==> src/rtl/tcp_tx_arbiter.sv <==
// Round-robin arbiter feeding three byte streams into a single SiTCP TX port.
// Each grant carries up to BURST_MAX bytes. Every grant is followed by a one-cycle GAP.
module tcp_tx_arbiter #(
    parameter int BURST_MAX = 1024
) (
    input  logic        CLK,
    input  logic        RST,
    input  logic        TCP_OPEN,
    input  logic        TCP_TX_FULL,
    output logic        TCP_TX_WR,
    output logic [7:0]  TCP_TX_DATA,
    input  logic [2:0]  REQ,
    input  logic [2:0]  VALID,
    input  logic [7:0]  DATA0,
    input  logic [7:0]  DATA1,
    input  logic [7:0]  DATA2,
    output logic [2:0]  READY,
    output logic [2:0]  GRANT,
    output logic [31:0] TX_BYTES
);

    typedef enum logic [1:0] {IDLE, XFER, GAP} state_t;

    localparam logic [16:0] BMAX = 17'(BURST_MAX);

    state_t      state_q, state_d;
    logic [1:0]  ptr_q, ptr_d;
    logic [1:0]  gidx_q, gidx_d;
    logic [2:0]  gnt_q, gnt_d;
    logic [15:0] cnt_q, cnt_d;
    logic        open_q, full_q;
    logic        wr_q;
    logic [7:0]  data_q;
    logic [31:0] bytes_q;

    logic [1:0]  cand1, cand2, pick_idx;
    logic        pick_vld;
    logic [7:0]  data_g;
    logic        req_g, ready_g, take, last;
    logic [16:0] cnt_inc;

    function automatic logic [1:0] nxt(input logic [1:0] i);
        return (i == 2'd2) ? 2'd0 : i + 2'd1;
    endfunction

    function automatic logic [2:0] onehot(input logic [1:0] i);
        return 3'b001 << i;
    endfunction

    // Upward search from ptr, wrapping modulo 3
    always_comb begin
        cand1    = nxt(ptr_q);
        cand2    = nxt(cand1);
        pick_vld = 1'b1;
        pick_idx = ptr_q;
        if (REQ[ptr_q])      pick_idx = ptr_q;
        else if (REQ[cand1]) pick_idx = cand1;
        else if (REQ[cand2]) pick_idx = cand2;
        else                 pick_vld = 1'b0;
    end

    always_comb begin
        data_g = DATA0;
        case (gidx_q)
            2'd1:    data_g = DATA1;
            2'd2:    data_g = DATA2;
            default: data_g = DATA0;
        endcase
    end

    assign req_g   = REQ[gidx_q];
    assign ready_g = (state_q == XFER) & req_g & open_q & ~full_q;
    assign take    = ready_g & VALID[gidx_q];
    assign cnt_inc = {1'b0, cnt_q} + 17'd1;
    assign last    = take & (cnt_inc == BMAX);

    always_comb begin
        state_d = state_q;
        ptr_d   = ptr_q;
        gidx_d  = gidx_q;
        gnt_d   = gnt_q;
        cnt_d   = cnt_q;
        if (!open_q) begin
            state_d = IDLE;
            ptr_d   = 2'd0;
            gnt_d   = 3'b000;
            cnt_d   = 16'd0;
        end else begin
            unique case (state_q)
                IDLE: begin
                    if (pick_vld) begin
                        gidx_d  = pick_idx;
                        gnt_d   = onehot(pick_idx);
                        cnt_d   = 16'd0;
                        state_d = XFER;
                    end
                end
                XFER: begin
                    if (take) cnt_d = cnt_inc[15:0];
                    if (!req_g || last) begin
                        state_d = GAP;
                        ptr_d   = nxt(gidx_q);
                        gnt_d   = 3'b000;
                    end
                end
                GAP:     state_d = IDLE;
                default: state_d = IDLE;
            endcase
        end
    end

    always_ff @(posedge CLK) begin
        if (RST) begin
            state_q <= IDLE;
            ptr_q   <= 2'd0;
            gidx_q  <= 2'd0;
            gnt_q   <= 3'b000;
            cnt_q   <= 16'd0;
            open_q  <= 1'b0;
            full_q  <= 1'b0;
            wr_q    <= 1'b0;
            data_q  <= 8'h00;
            bytes_q <= 32'd0;
        end else begin
            state_q <= state_d;
            ptr_q   <= ptr_d;
            gidx_q  <= gidx_d;
            gnt_q   <= gnt_d;
            cnt_q   <= cnt_d;
            open_q  <= TCP_OPEN;
            full_q  <= TCP_TX_FULL;
            wr_q    <= take;
            if (take) data_q <= data_g;
            // Counter restarts on the same edge open_r rises
            if (TCP_OPEN && !open_q) bytes_q <= 32'd0;
            else if (take)           bytes_q <= bytes_q + 32'd1;
        end
    end

    assign READY       = {3{ready_g}} & gnt_q;
    assign GRANT       = gnt_q & REQ & {3{open_q}};
    assign TCP_TX_WR   = wr_q;
    assign TCP_TX_DATA = data_q;
    assign TX_BYTES    = bytes_q;

endmodule

==> config.mk <==
export PLATFORM = sky130hd
export DESIGN_NAME = tcp_tx_arbiter
export DESIGN_NICKNAME = d
export VERILOG_FILES = /design/src/rtl/tcp_tx_arbiter.sv
export SDC_FILE = /design/constraint.sdc
export NUM_CORES = 1
export LEC_CHECK = 0
export BUFFER_PORTS_ARGS = -buffer_cell sky130_fd_sc_hd__clkbuf_2
export CORE_AREA = 2 2 85 87
export DETAILED_ROUTE_END_ITERATION = 10
export DIE_AREA = 0 0 87 89
export GPL_ROUTABILITY_DRIVEN = 0
export PLACE_DENSITY = 0.81
export SLEW_MARGIN = 20
export SYNTH_ARGS = -nofsm -noshare
export SYNTH_HDL_FRONTEND = slang
export SYNTH_SLANG_ARGS = --single-unit
==> constraint.sdc <==
create_clock -name CLK -period 2.56 [get_ports CLK]
set_input_delay 0.64 -clock CLK [delete_from_list [all_inputs] [get_ports CLK]]
set_output_delay 0.64 -clock CLK [all_outputs]
set_load 0.02 [all_outputs]
; After elaboration in Yosys (flattened, before gate mapping)
; Index checks and enable logic that the tools add are counted.
[totals]
word_cells = 81
register_bits = 68
input_bits = 34
out_inout_bits = 47
[classes]
shifts = 1
n_bitwise = 10
n_lt_le_gt_ge = 4
addsub = 5
eq_ne = 9
reduce_logical = 13
muxes = 29
[ops]
columns = op, count
row1 = "32-bit by 1-bit adder with 32-bit output, second input constant", 1
row2 = 16-bit two-way mux, 2
row3 = 16-bit case mux with 2 select lines, 1
row4 = "16-bit by 1-bit adder with 17-bit output, second input constant", 1
row5 = "17-bit by 11-bit equality test with 1-bit output, second input constant", 1
row6 = 2-bit two-way mux, 8
row7 = 8-bit case mux with 2 select lines, 1
row8 = "2-bit by 3-bit less-than comparator with 1-bit output, second input constant", 4
row9 = 1-bit binary-select mux with 2-bit select, 5
row10 = 3-bit bitwise AND, 3
row11 = 3-bit AND reduction, 3
row12 = 1-bit two-way mux, 8
row13 = "2-bit by 1-bit adder with 2-bit output, second input constant", 3
row14 = "2-bit equality test, second input constant", 3
row15 = 3-bit two-way mux, 2
row16 = 3-bit case mux with 2 select lines, 1
row17 = 1-bit bitwise AND, 5
row18 = "2-bit by 1-bit equality test with 1-bit output, second input constant", 2
row19 = "2-bit inequality test, second input constant", 2
row20 = 2-bit case mux with 2 select lines, 1
row21 = 2-bit AND reduction, 2
row22 = 2-bit OR reduction, 2
row23 = "1-bit by 2-bit << shifter with 3-bit output, first input constant", 1
row24 = 1-bit logical NOT, 2
row25 = 6 further kinds, 7

; Logic depth before layout (Yosys ltp)
; Gate-level depths: netlist of the first run.
[logic_depth]
ltp_word = 12
mapped_depth = 8
ltp_nobuf = 7

; Worst setup path after synthesis of the first run
; Ideal clock, no wire load.
[synth_timing]
kind = reg2reg
start = register cnt_q[7]
end = register ptr_q[0]
setup_ns = 0.072
path_stages_with_launch = 8
required_ns = 2.488
n_path_buf = 1
setup_slack_ns = 0.328
arrival_ns = 2.160
period_less_slack_ns = 2.232
cell_sequence = dfxtp_1 -> clkbuf_1 -> nand4_1 -> or4_1 -> xor2_1 -> a311oi_1 -> a211oi_2 -> mux2i_1
[synth_via]
elab_chain_len = 5
[synth_lines]
columns = item, line
row1 = start: declaration, 30  ; logic [15:0] cnt_q, cnt_d;
row2 = start signal: assignment, 129  ; cnt_q <= cnt_d;
row3 = 16-bit by 1-bit adder with 17-bit output, 74  ; assign cnt_inc = {1'b0, cnt_q} + 17'd1;
row4 = 17-bit by 11-bit equality test with 1-bit output, 75  ; assign last = take & (cnt_inc == BMAX);
row5 = 1-bit bitwise AND, 75
row6 = 1-bit logical OR, 100  ; if (!req_g || last) begin
row7 = 2-bit AND reduction (no line), n/a
row8 = end signal: assignment, 126  ; ptr_q <= ptr_d;
row9 = end: declaration, 27  ; logic [1:0] ptr_q, ptr_d;
; No other way between the ends.
; A chain may end at the register's enable or synchronous reset.

; Final worst setup path of the first run
[layout_timing]
start = register open_q
end = register bytes_q[7], in the netlist TX_BYTES[7]
[layout_via]
elab_chain_len = 3
elab_cells_between_ends = 6
classes_between = bitwise (3) / reduce/logical (3)
[layout_lines]
columns = item, line
row1 = start: declaration, 31  ; logic open_q, full_q;
row2 = start signal: assignment, 119  ; open_q <= 1'b0;
row3 = start signal: assignment, 130  ; open_q <= TCP_OPEN;
row4 = 1-bit bitwise AND / 1-bit logical NOT (equally long branches), "72, 135"
row5 = 1-bit bitwise AND / 1-bit logical AND (equally long branches), "72, 135"
row6 = 1-bit bitwise AND / 2-bit OR reduction (equally long branches), n/a
row7 = end signal: assignment, 136  ; else if (take) bytes_q <= bytes_q + 32'd1;
row8 = end: declaration, 34  ; logic [31:0] bytes_q;
; Several ways; a longest one is shown, not always the timed one.

==> results of run 1 <==
## per-layer routing
metal  vias up  wire [µm]
met5         -          0
met4         0        172
met3        15        616
met2       145       4305
met1      1697       4091
li1       1823          -
## logic make-up (layout without fill, tap and decap cells)
logic type / after synthesis / after routing
fa+ha+maj: 6 / 6
compound gates: 101 / 101
buf+inv: 41 / 127
simple gates: 212 / 212
flops: 68 / 68
xor+xnor: 23 / 23
mux: 4 / 4
## power groups by stage
stage          sequential, mW  combinational [mW]  clock [mW]
2_1_floorplan            1.09              0.0957           0
3_3_place_gp             1.10               0.151           0
3_5_place_dp             1.10               0.155           0
4_1_cts                  1.07               0.156       0.806
5_1_grt                  1.07               0.174       0.847
6_report                 1.07               0.160       0.793
## area by class of cell
class | count | area [µm²]
Tap cell | 80 | 100.1
Sequential cell | 68 | 1361
Fill cell | 571 | 2466
Clock inverter | 7 | 51.30
Inverter | 15 | 56.30
Multi-Input combinational cell | 346 | 2039
Timing Repair Buffer | 96 | 520.5
Clock buffer | 9 | 123.9
## Yosys cell counts, drive strengths merged (8+ instances only)
master | number | area share, %
and3 | 12 | 2.1
nor3 | 17 | 2.4
nand3 | 22 | 3.1
a22oi | 8 | 1.7
nor2 | 64 | 6.8
o21ai | 21 | 3.0
a211oi | 14 | 3.1
nand4 | 11 | 1.9
nand2 | 40 | 4.2
inv | 15 | 1.6
clkbuf | 20 | 2.1
dfxtp | 68 | 38
nor4 | 12 | 2.1
xnor2 | 20 | 4.9
a21oi | 27 | 3.8
or4 | 11 | 2.3
## final timing paths
path,slack (ns),start,end,cells after the start
worst min-delay path,0.49,TCP_TX_DATA[5]$_SDFFE_PP0P_,TCP_TX_DATA[5]$_SDFFE_PP0P_,2
worst min register to register,0.49,TCP_TX_DATA[5]$_SDFFE_PP0P_,TCP_TX_DATA[5]$_SDFFE_PP0P_,2
worst max-delay path,0.07,open_q$_SDFF_PP0_,TX_BYTES[7]$_SDFFE_PP0P_,5
worst max register to register,0.07,open_q$_SDFF_PP0_,TX_BYTES[7]$_SDFFE_PP0P_,5
## cell usage in the layout (no fill, tap or decap), types with 8 or more instances in the layout
cell type and n:
nand3_1 22, and3_1 12, or4_1 11, nor3_1 16, clkbuf_2 80, nand4_1 11, nand2_1 40, nor2_1 63
buf_4 16, clkbuf_8 9, xnor2_1 20, a22oi_1 8, nor4_1 10, inv_1 15, dfxtp_1 68, a211oi_1 13
a21oi_1 27, o21ai_0 20
## state kept, by name, summed over array words and instances, names as in the netlist
register / cells
gnt_q: 3
cnt_q: 16
TX_BYTES: 32
TCP_TX_WR: 1
full_q: 1
state_q: 2
open_q: 1
ptr_q: 2
gidx_q: 2
TCP_TX_DATA: 8
## through the flow
step	utilization (%)	power (mW)	cells
final	63.30	2.024	621
after global routing	63.30	2.094	621
after global placement	60.28	1.248	604
after CTS	62.89	2.034	620
after floorplan	-	1.190	455
after detailed placement	60.28	1.251	604
## worst min-delay path: cells and delay by family (launching register included)
family             cells  cell delay (ns)
AOI/OAI and AO/OA      1             0.06
DFF                    1             0.33
and+or+nand+nor        1             0.07
## repair_timing
item,4_1_cts,5_1_grt
hold endpoints to repair,0,0
resized for setup,0,4
setup buffers,0,1
endpoints found under the setup margin,0,10
==> results.json, run 1 <==
{
  "cts_tree": "done",
  "ys_warn_count": 0,
  "port-buffer-count": 80,
  "core_mm2": 0.006719,
  "numClockSinks": 68,
  "finalSetupTns_ns": 0,
  "crit_family": "simple AND/OR/NAND/NOR gates",
  "yosys.area_share.simple_pct": 29.66,
  "synth-compound-area-share_pct": 18.40,
  "syn_inst": 455,
  "syn_avg_cell_area_um2": 7.788,
  "cts_hold_buf": 0,
  "viasPerCell": 5.926,
  "grt_max_degree": 22,
  "ys_ff_latch": 68,
  "swShare_pct": 27.03,
  "skew_ns": 0.01460,
  "timing.final.ws_setup_ns": 0.07416,
  "use_met3_pct": 3.878,
  "worstSetupStartpointType": "flip-flop",
  "finalMaxSlewViolations": 0,
  "switchingPower_mw": 0.5471,
  "fp.dieArea_mm2": 0.007743,
  "critPathMaxStageDelay_ns": 0.71,
  "synth_async_sr_flop_share_pct": 0,
  "drt_wl_total_um": 9186,
  "grt_use_met2_pct": 38.10,
  "clkTransAtPathRegs_ns": 0.09,
  "syn-num-nets": 495,
  "cts.path.max_buffers": 2,
  "ys_types": 44,
  "grt_pass1_wl_um": 14270,
  "syn_to_final_growth_pct": 20.02,
  "synth_xor_area_share_pct": 5.685,
  "rsz0062_at_grt": "false",
  "internal_power_mw": 1.477,
  "muxShareOfSynthArea_pct": 1.130,
  "crit_path_end_kind": "flip-flop",
  "num_vias": 3680,
  "initial_core_util_pct": 52.74,
  "final_nets": 576,
  "post_drt_wl_per_cell_um": 14.79,
  "grt-ovfl-total": 0,
  "die_w_um": 87,
  "grt_pass1_vias": 3097,
  "remaining_drc_errors": 0,
  "globalRouteMet1Util_pct": 29.79,
  "tightestPinTransition_ns": 0.7428,
  "h-tree-depth": 3,
  "synth_top_family_by_area": "simple AND/OR/NAND/NOR gates",
  "ios": 81,
  "yosysSeqAreaShare_pct": 38.42,
  "design_area_mm2": 0.004253,
  "synth_fa_ha_area_share_pct": 2.119,
  "power_density_mw_per_mm2": 476.0,
  "maxCapViolCount": 0,
  "antenna_found_initial": 0,
  "synthFlopType": "dfxtp_1",
  "pwr-share-clk_pct": 39.2,
  "drtIter0Drc": 125,
  "place_area_mm2": 0.004050,
  "comb_power_share_pct": 7.9,
  "seqPwrFrac_pct": 53.0,
  "hold_path_class": "reg -> reg",
  "post-place-ws_ns": 0.04534,
  "dieHeight_um": 89,
  "hold_violations": 0,
  "setup_viol": 0,
  "max_freq_ghz": 0.4023,
  "crit_chain": "inv_1, or3_1, or4_1, or4_1, a21oi_1",
  "status": "complete, no violations",
  "cp.buffers_inverters": 1,
  "cpMostUsedCell": "or4_1",
  "layout_min_cycle_time_ns": 2.486,
  "hpwl_um": 6586,
  "rows": 30,
  "leakagePower_nw": 1.574,
  "arrival_ns": 2.78,
  "drive_gt1_share_pct": 21.63,
  "slew_headroom_pct": 50.38,
  "post-route-period-util_pct": 97.10,
  "synth-edff-count": 0,
  "first_pass_iters": 5,
  "timing.hold.ws_ns": 0.4912,
  "path_class": "reg -> reg",
  "path_max_fanout": 8,
  "final_antenna_net_count": 0,
  "grtUsageTotal_pct": 23.03,
  "synth_area_mm2": 0.003543,
  "ir_worst_vdd_v": 0.0002721,
  "grt_busiest_layer": "met2",
  "crit_slowest_cell": "or4_1",
  "insertedDiodeCount": 0,
  "worstPathRequired_ns": 2.86,
  "clockRootBuffer": "clkbuf_8",
  "cts_made_buffers": 9,
  "clk_latency_ns": 0.36
}
Power figures use the tool's default switching activity.
==> inputs of run 2 (changes only) <==
--- a/config.mk
+++ b/config.mk
@@ -6,11 +6,13 @@
 export NUM_CORES = 1
 export LEC_CHECK = 0
 export BUFFER_PORTS_ARGS = -buffer_cell sky130_fd_sc_hd__clkbuf_2
-export CORE_AREA = 2 2 85 87
+export CELL_PAD_IN_SITES_DETAIL_PLACEMENT = 1
+export CELL_PAD_IN_SITES_GLOBAL_PLACEMENT = 1
+export CORE_AREA = 2 2 104 106
 export DETAILED_ROUTE_END_ITERATION = 10
-export DIE_AREA = 0 0 87 89
+export DIE_AREA = 0 0 106 108
 export GPL_ROUTABILITY_DRIVEN = 0
-export PLACE_DENSITY = 0.81
+export PLACE_DENSITY_LB_ADDON = 0.25
 export SLEW_MARGIN = 20
 export SYNTH_ARGS = -nofsm -noshare
 export SYNTH_HDL_FRONTEND = slang
==> run 2 against run 1 <==
Critical path depth unchanged; setup slack better by 0.050 ns; core utilization down 20 points; global-route usage down 3.1 points; final cell count up 10%; die area up 48%; largest power group unchanged.
==> results.json, run 2 (synthesis results as in run 1) <==
{
  "whs_path_depth": 2,
  "post-route-util_pct": 42.82,
  "grt-ovfl-total": 0,
  "r2r_end": "gnt_q[0]$_SDFFE_PP0P_",
  "final_cell_mix": "clkbuf_2 (80), dfxtp_1 (68), nor2_1 (64), nand2_1 (40), a21oi_1 (27)",
  "place_area_mm2": 0.004180,
  "finalNonFillerCells": 684,
  "initial_core_util_pct": 34.63,
  "path_class": "reg -> out",
  "hold_violations": 0,
  "crit_family": "flip-flops",
  "cts.path.max_buffers": 2,
  "max_freq_ghz": 0.4105,
  "leakagePower_nw": 1.619,
  "grt_pass1_wl_um": 18200,
  "arrival_ns": 1.80,
  "cts_resized": 1,
  "numClockSinks": 68,
  "port-buffer-count": 80,
  "rows": 37,
  "crit_slowest_cell": "dfxtp_1",
  "fp.dieArea_mm2": 0.01145,
  "critPathMaxStageDelay_ns": 0.53,
  "final_antenna_net_count": 0,
  "worstPathRequired_ns": 1.92,
  "clk_latency_ns": 0.35,
  "final_common_cell": "clkbuf_2",
  "r2r_start": "cnt_q[0]$_SDFFE_PP0P_",
  "core_mm2": 0.01023,
  "multi_input_comb_area_mm2": 0.002036,
  "rsz0062_at_grt": "true",
  "post-cts-setup-buffer-count": 0,
  "dp_cells": 668,
  "setup_viol": 0,
  "cts_hold_buf": 0,
  "syn_to_final_growth_pct": 23.62,
  "layout_min_cycle_time_ns": 2.436,
  "insertedDiodeCount": 0,
  "drt_wl_total_um": 11100,
  "post-route-period-util_pct": 95.15,
  "num_vias": 3731,
  "crit_path_end_kind": "primary output",
  "remaining_drc_errors": 0,
  "power_density_mw_per_mm2": 483.8,
  "maxCapViolCount": 0,
  "dieHeight_um": 108,
  "reg2reg_slack_ns": 0.15,
  "grtUsageTotal_pct": 19.97,
  "path_max_fanout": 7,
  "first_pass_iters": 4,
  "antenna_found_initial": 0,
  "slew_headroom_pct": 38.77,
  "nFillCells": 1302,
  "finalMaxSlewViolations": 0,
  "cp.buffers_inverters": 2,
  "crit_chain": "mux2i_1, o21ai_1, buf_4, and3_1, clkbuf_2",
  "cts_tree": "done",
  "holdPathEnd": "TCP_TX_DATA[7]$_SDFFE_PP0P_",
  "clkTransAtPathRegs_ns": 0.08,
  "status": "complete, no violations",
  "viasPerCell": 5.455,
  "clockRootBuffer": "clkbuf_8",
  "regArea_mm2": 0.001361,
  "post_drt_wl_per_cell_um": 16.22,
  "drive_gt1_share_pct": 21.90,
  "drtIter0Drc": 159,
  "tightestPinTransition_ns": 0.9151,
  "die_w_um": 106,
  "ios": 81,
  "final_nets": 583,
  "skew_ns": 0.008774,
  "worstSetupStartpointType": "flip-flop",
  "timing.hold.worst.start": "TCP_TX_DATA[7]$_SDFFE_PP0P_",
  "largest_reg_flops": 32,
  "grt_max_degree": 19,
  "ir_worst_vdd_v": 0.0001990,
  "cts_made_buffers": 9,
  "h-tree-depth": 3,
  "hold_path_class": "reg -> reg",
  "hpwl_um": 8147,
  "grt_pass1_vias": 3659,
  "design_area_mm2": 0.004380,
  "rr_worst_depth": 9
}
[run 2: cell types whose count changed in the layout (fill, tap and decap cells not counted)]
cell        change
clkinv_4        -2
clkbuf_1        +2
nor4_1          +2
nor4_2          -2
clkinvlp_4      -1
nor2_2          -1
buf_4           +7
nor3_4          +1
nor2_1          +1
clkinv_2        +1
nor3_1          -1
bufinv_16       +1
inv_6           -1
[run 2: per-layer routing]
layer  part of all wire, %  vias to the layer above  global-route usage (%)  wire [µm]
met4                   1.9                        0                   9.023        215
met1                    47                     1812                   25.99       5194
li1                      -                     1830                       -          -
met2                    48                       73                   33.50       5335
met3                   3.2                       16                   2.230        350
met5                     0                        -                       0          0
[run 2: worst min-delay path: cells and delay by family (launching register included)]
family	cells	cell delay (ns)
DFF	1	0.33
and+or+nand+nor	1	0.07
AOI/OAI and AO/OA	1	0.06
[run 2: layout make-up]
cell class,instances,area share (%)
Multi-Input combinational cell,346,46.47
Sequential cell,68,31.08
Clock inverter,5,1.200
Tap cell,136,3.885
Timing Repair Buffer,103,13.08
Inverter,15,1.285
Clock buffer,11,2.999
[run 2: power breakdown]
part / internal [mW] / switching, mW
Clock: 0.446 / 0.429
Combinational: 0.0646 / 0.108
Sequential: 1.06 / 0.00897
[run 2: worst max-delay path by stage]
| stage | start | to | depth (start not counted) |
|---|---|---|---|
| floorplan | cnt_q[7]$_SDFFE_PP0P_ | ptr_q[0]$_SDFFE_PP0P_ | 7 |
| global placement | state_q[1]$_SDFFE_PP0P_ | cnt_q[1]$_SDFFE_PP0P_ | 8 |
| detailed placement | state_q[1]$_SDFFE_PP0P_ | cnt_q[15]$_SDFFE_PP0P_ | 8 |
| CTS | state_q[1]$_SDFFE_PP0P_ | READY[2] | 6 |
| global route | cnt_q[9]$_SDFFE_PP0P_ | gnt_q[0]$_SDFFE_PP0P_ | 7 |
| finish | gidx_q[1]$_SDFFE_PP0P_ | READY[2] | 5 |
[run 2: per-stage QoR]
stage	setup TNS, ns	hold slack [ns]	setup WS (ns)	total power [mW]
floorplan	0	0.4511	0.3282	1.190
global placement	0	0.4690	0.07254	1.262
detailed placement	-0.009822	0.4803	-0.009822	1.268
CTS	0	0.5032	0.03689	2.147
global route	-0.005303	0.5357	-0.005303	2.217
finish	0	0.4956	0.1241	2.119
==> inputs of run 3 (changes only) <==
--- a/config.mk
+++ b/config.mk
@@ -13,6 +13,7 @@
 export DIE_AREA = 0 0 106 108
 export GPL_ROUTABILITY_DRIVEN = 0
 export PLACE_DENSITY_LB_ADDON = 0.25
+export RECOVER_POWER = 25
 export SLEW_MARGIN = 20
 export SYNTH_ARGS = -nofsm -noshare
 export SYNTH_HDL_FRONTEND = slang
==> run 3 against run 2 <==
Clock power about the same; cell area fell by 0.71%; largest power group unchanged; final cell count is the same; via count shrank 0.19%; routed wire length is 0.45% higher; clock-buffer cell count did not move.
==> results.json, run 3 (synthesis results as in run 1) <==
{
  "maxCapViolCount": 0,
  "leakagePower_nw": 1.533,
  "path_class": "reg -> out",
  "wirelength_met1_um": 5178,
  "critPathMaxStageDelay_ns": 0.53,
  "grt-ovfl-total": 0,
  "crit_path_end_kind": "primary output",
  "cts_made_buffers": 9,
  "crit_slowest_cell": "dfxtp_1",
  "post-cts-setup-buffer-count": 0,
  "numClockSinks": 68,
  "max_freq_ghz": 0.4101,
  "hpwl_um": 8147,
  "core_mm2": 0.01023,
  "dieHeight_um": 108,
  "syn_to_final_growth_pct": 22.74,
  "grtUsageTotal_pct": 19.97,
  "port-buffer-count": 80,
  "crit_family": "flip-flops",
  "place_area_mm2": 0.004180,
  "final_nets": 583,
  "drive_gt1_share_pct": 17.34,
  "ir_worst_vdd_v": 0.0001991,
  "highest_layer": "met4",
  "num_vias": 3724,
  "grt_max_degree": 19,
  "first_pass_iters": 4,
  "antenna_found_initial": 0,
  "viasPerCell": 5.444,
  "setup_viol": 0,
  "hold_path_class": "reg -> reg",
  "tightestPinTransition_ns": 0.9087,
  "finalMaxSlewViolations": 0,
  "slew_headroom_pct": 39.19,
  "final_common_cell": "dfxtp_1",
  "post-route-util_pct": 42.51,
  "clockRootBuffer": "clkbuf_8",
  "met3_length_um": 427,
  "die_w_um": 106,
  "worstPathRequired_ns": 1.92,
  "cp.buffers_inverters": 2,
  "regArea_mm2": 0.001361,
  "final_cell_mix": "dfxtp_1 (68), nor2_1 (64), clkbuf_2 (55), nand2_1 (40)",
  "initial_core_util_pct": 34.63,
  "remaining_drc_errors": 0,
  "skew_ns": 0.009078,
  "ios": 81,
  "hold_violations": 0,
  "clk_latency_ns": 0.35,
  "status": "complete, no violations",
  "arrival_ns": 1.80,
  "largest_reg_flops": 32,
  "post-route-period-util_pct": 95.26,
  "drt_wl_total_um": 11150,
  "crit_chain": "mux2i_1, o21ai_1, buf_4, and3_1, clkbuf_2",
  "insertedDiodeCount": 0,
  "rows": 37,
  "clkTransAtPathRegs_ns": 0.08,
  "rsz0062_at_grt": "true",
  "nFillCells": 1315,
  "final_antenna_net_count": 0,
  "timing.final.ws_setup_ns": 0.1215,
  "layout_min_cycle_time_ns": 2.439,
  "fp.dieArea_mm2": 0.01145,
  "grt_pass1_vias": 3659,
  "wl_met2_um": 5325,
  "post_drt_wl_per_cell_um": 16.29,
  "drtIter0Drc": 126,
  "power_density_mw_per_mm2": 487.8,
  "cts.path.max_buffers": 2,
  "worstSetupStartpointType": "flip-flop",
  "path_max_fanout": 7,
  "post-place-ws_ns": -0.009822,
  "h-tree-depth": 3,
  "multi_input_comb_area_mm2": 0.002036,
  "grt_pass1_wl_um": 18200,
  "cts_tree": "done",
  "design_area_mm2": 0.004349
}
## run 3: cell types whose count changed in the layout (fill, tap and decap cells not counted)
cell and change:
clkbuf_2 -25, clkbuf_1 +25
## run 3: final cells by class
cell class	count	area share [%]
Tap cell	136	3.913
Sequential cell	68	31.30
Inverter	15	1.295
Timing Repair Buffer	103	12.46
Multi-Input combinational cell	346	46.81
Clock inverter	5	1.208
Clock buffer	11	3.021
## run 3: tightest hold or removal path, cell delays in order (launching register included)
cell	delay (ns)
dfxtp_1	0.33
a21oi_1	0.06
nor2_1	0.07
## run 3: path summary, 6_finish.rpt
| kind | from | endpoint | slack (ns) | cells past startpoint |
|---|---|---|---|---|
| worst min register to register | TCP_TX_DATA[7]$_SDFFE_PP0P_ | TCP_TX_DATA[7]$_SDFFE_PP0P_ | 0.49 | 2 |
| worst min-delay path | TCP_TX_DATA[7]$_SDFFE_PP0P_ | TCP_TX_DATA[7]$_SDFFE_PP0P_ | 0.49 | 2 |
| worst max-delay path | gidx_q[1]$_SDFFE_PP0P_ | READY[2] | 0.12 | 5 |
| worst max register to register | cnt_q[9]$_SDFFE_PP0P_ | gnt_q[0]$_SDFFE_PP0P_ | 0.15 | 7 |
## run 3: timing repair
item                                    in CTS  in global routing
hold buffers                                 0                  0
endpoints found under the setup margin       4                  8
gates resized for setup                      1                  2
gates cloned                                 0                  0
## run 3: metrics by stage
step / hold WS, ns / cells / power, mW / TNS [ns]
after floorplan: 0.4511 / 455 / 1.190 / 0
after global placement: 0.4690 / 668 / 1.262 / 0
after detailed placement: 0.4803 / 668 / 1.268 / -0.009822
after CTS: 0.5032 / 684 / 2.147 / 0
after global routing: 0.5357 / 684 / 2.217 / -0.005303
final: 0.4940 / 684 / 2.121 / 0
## run 3: per-layer routing
layer | global-route usage (%) | up-vias
met3 | 2.230 | 16
met2 | 33.50 | 81
met5 | 0 | -
met1 | 25.99 | 1797
li1 | - | 1830
met4 | 9.023 | 0
## run 3: power by group
| part | internal [mW] | switching, mW | total (mW) | leakage (nW) |
|---|---|---|---|---|
| registers | 1.06 | 0.00901 | 1.07 | 0.549 |
| clock network | 0.446 | 0.431 | 0.877 | 0.0931 |
| logic | 0.0644 | 0.108 | 0.173 | 0.891 |
| total | 1.57 | 0.548 | 2.12 | 1.53 |
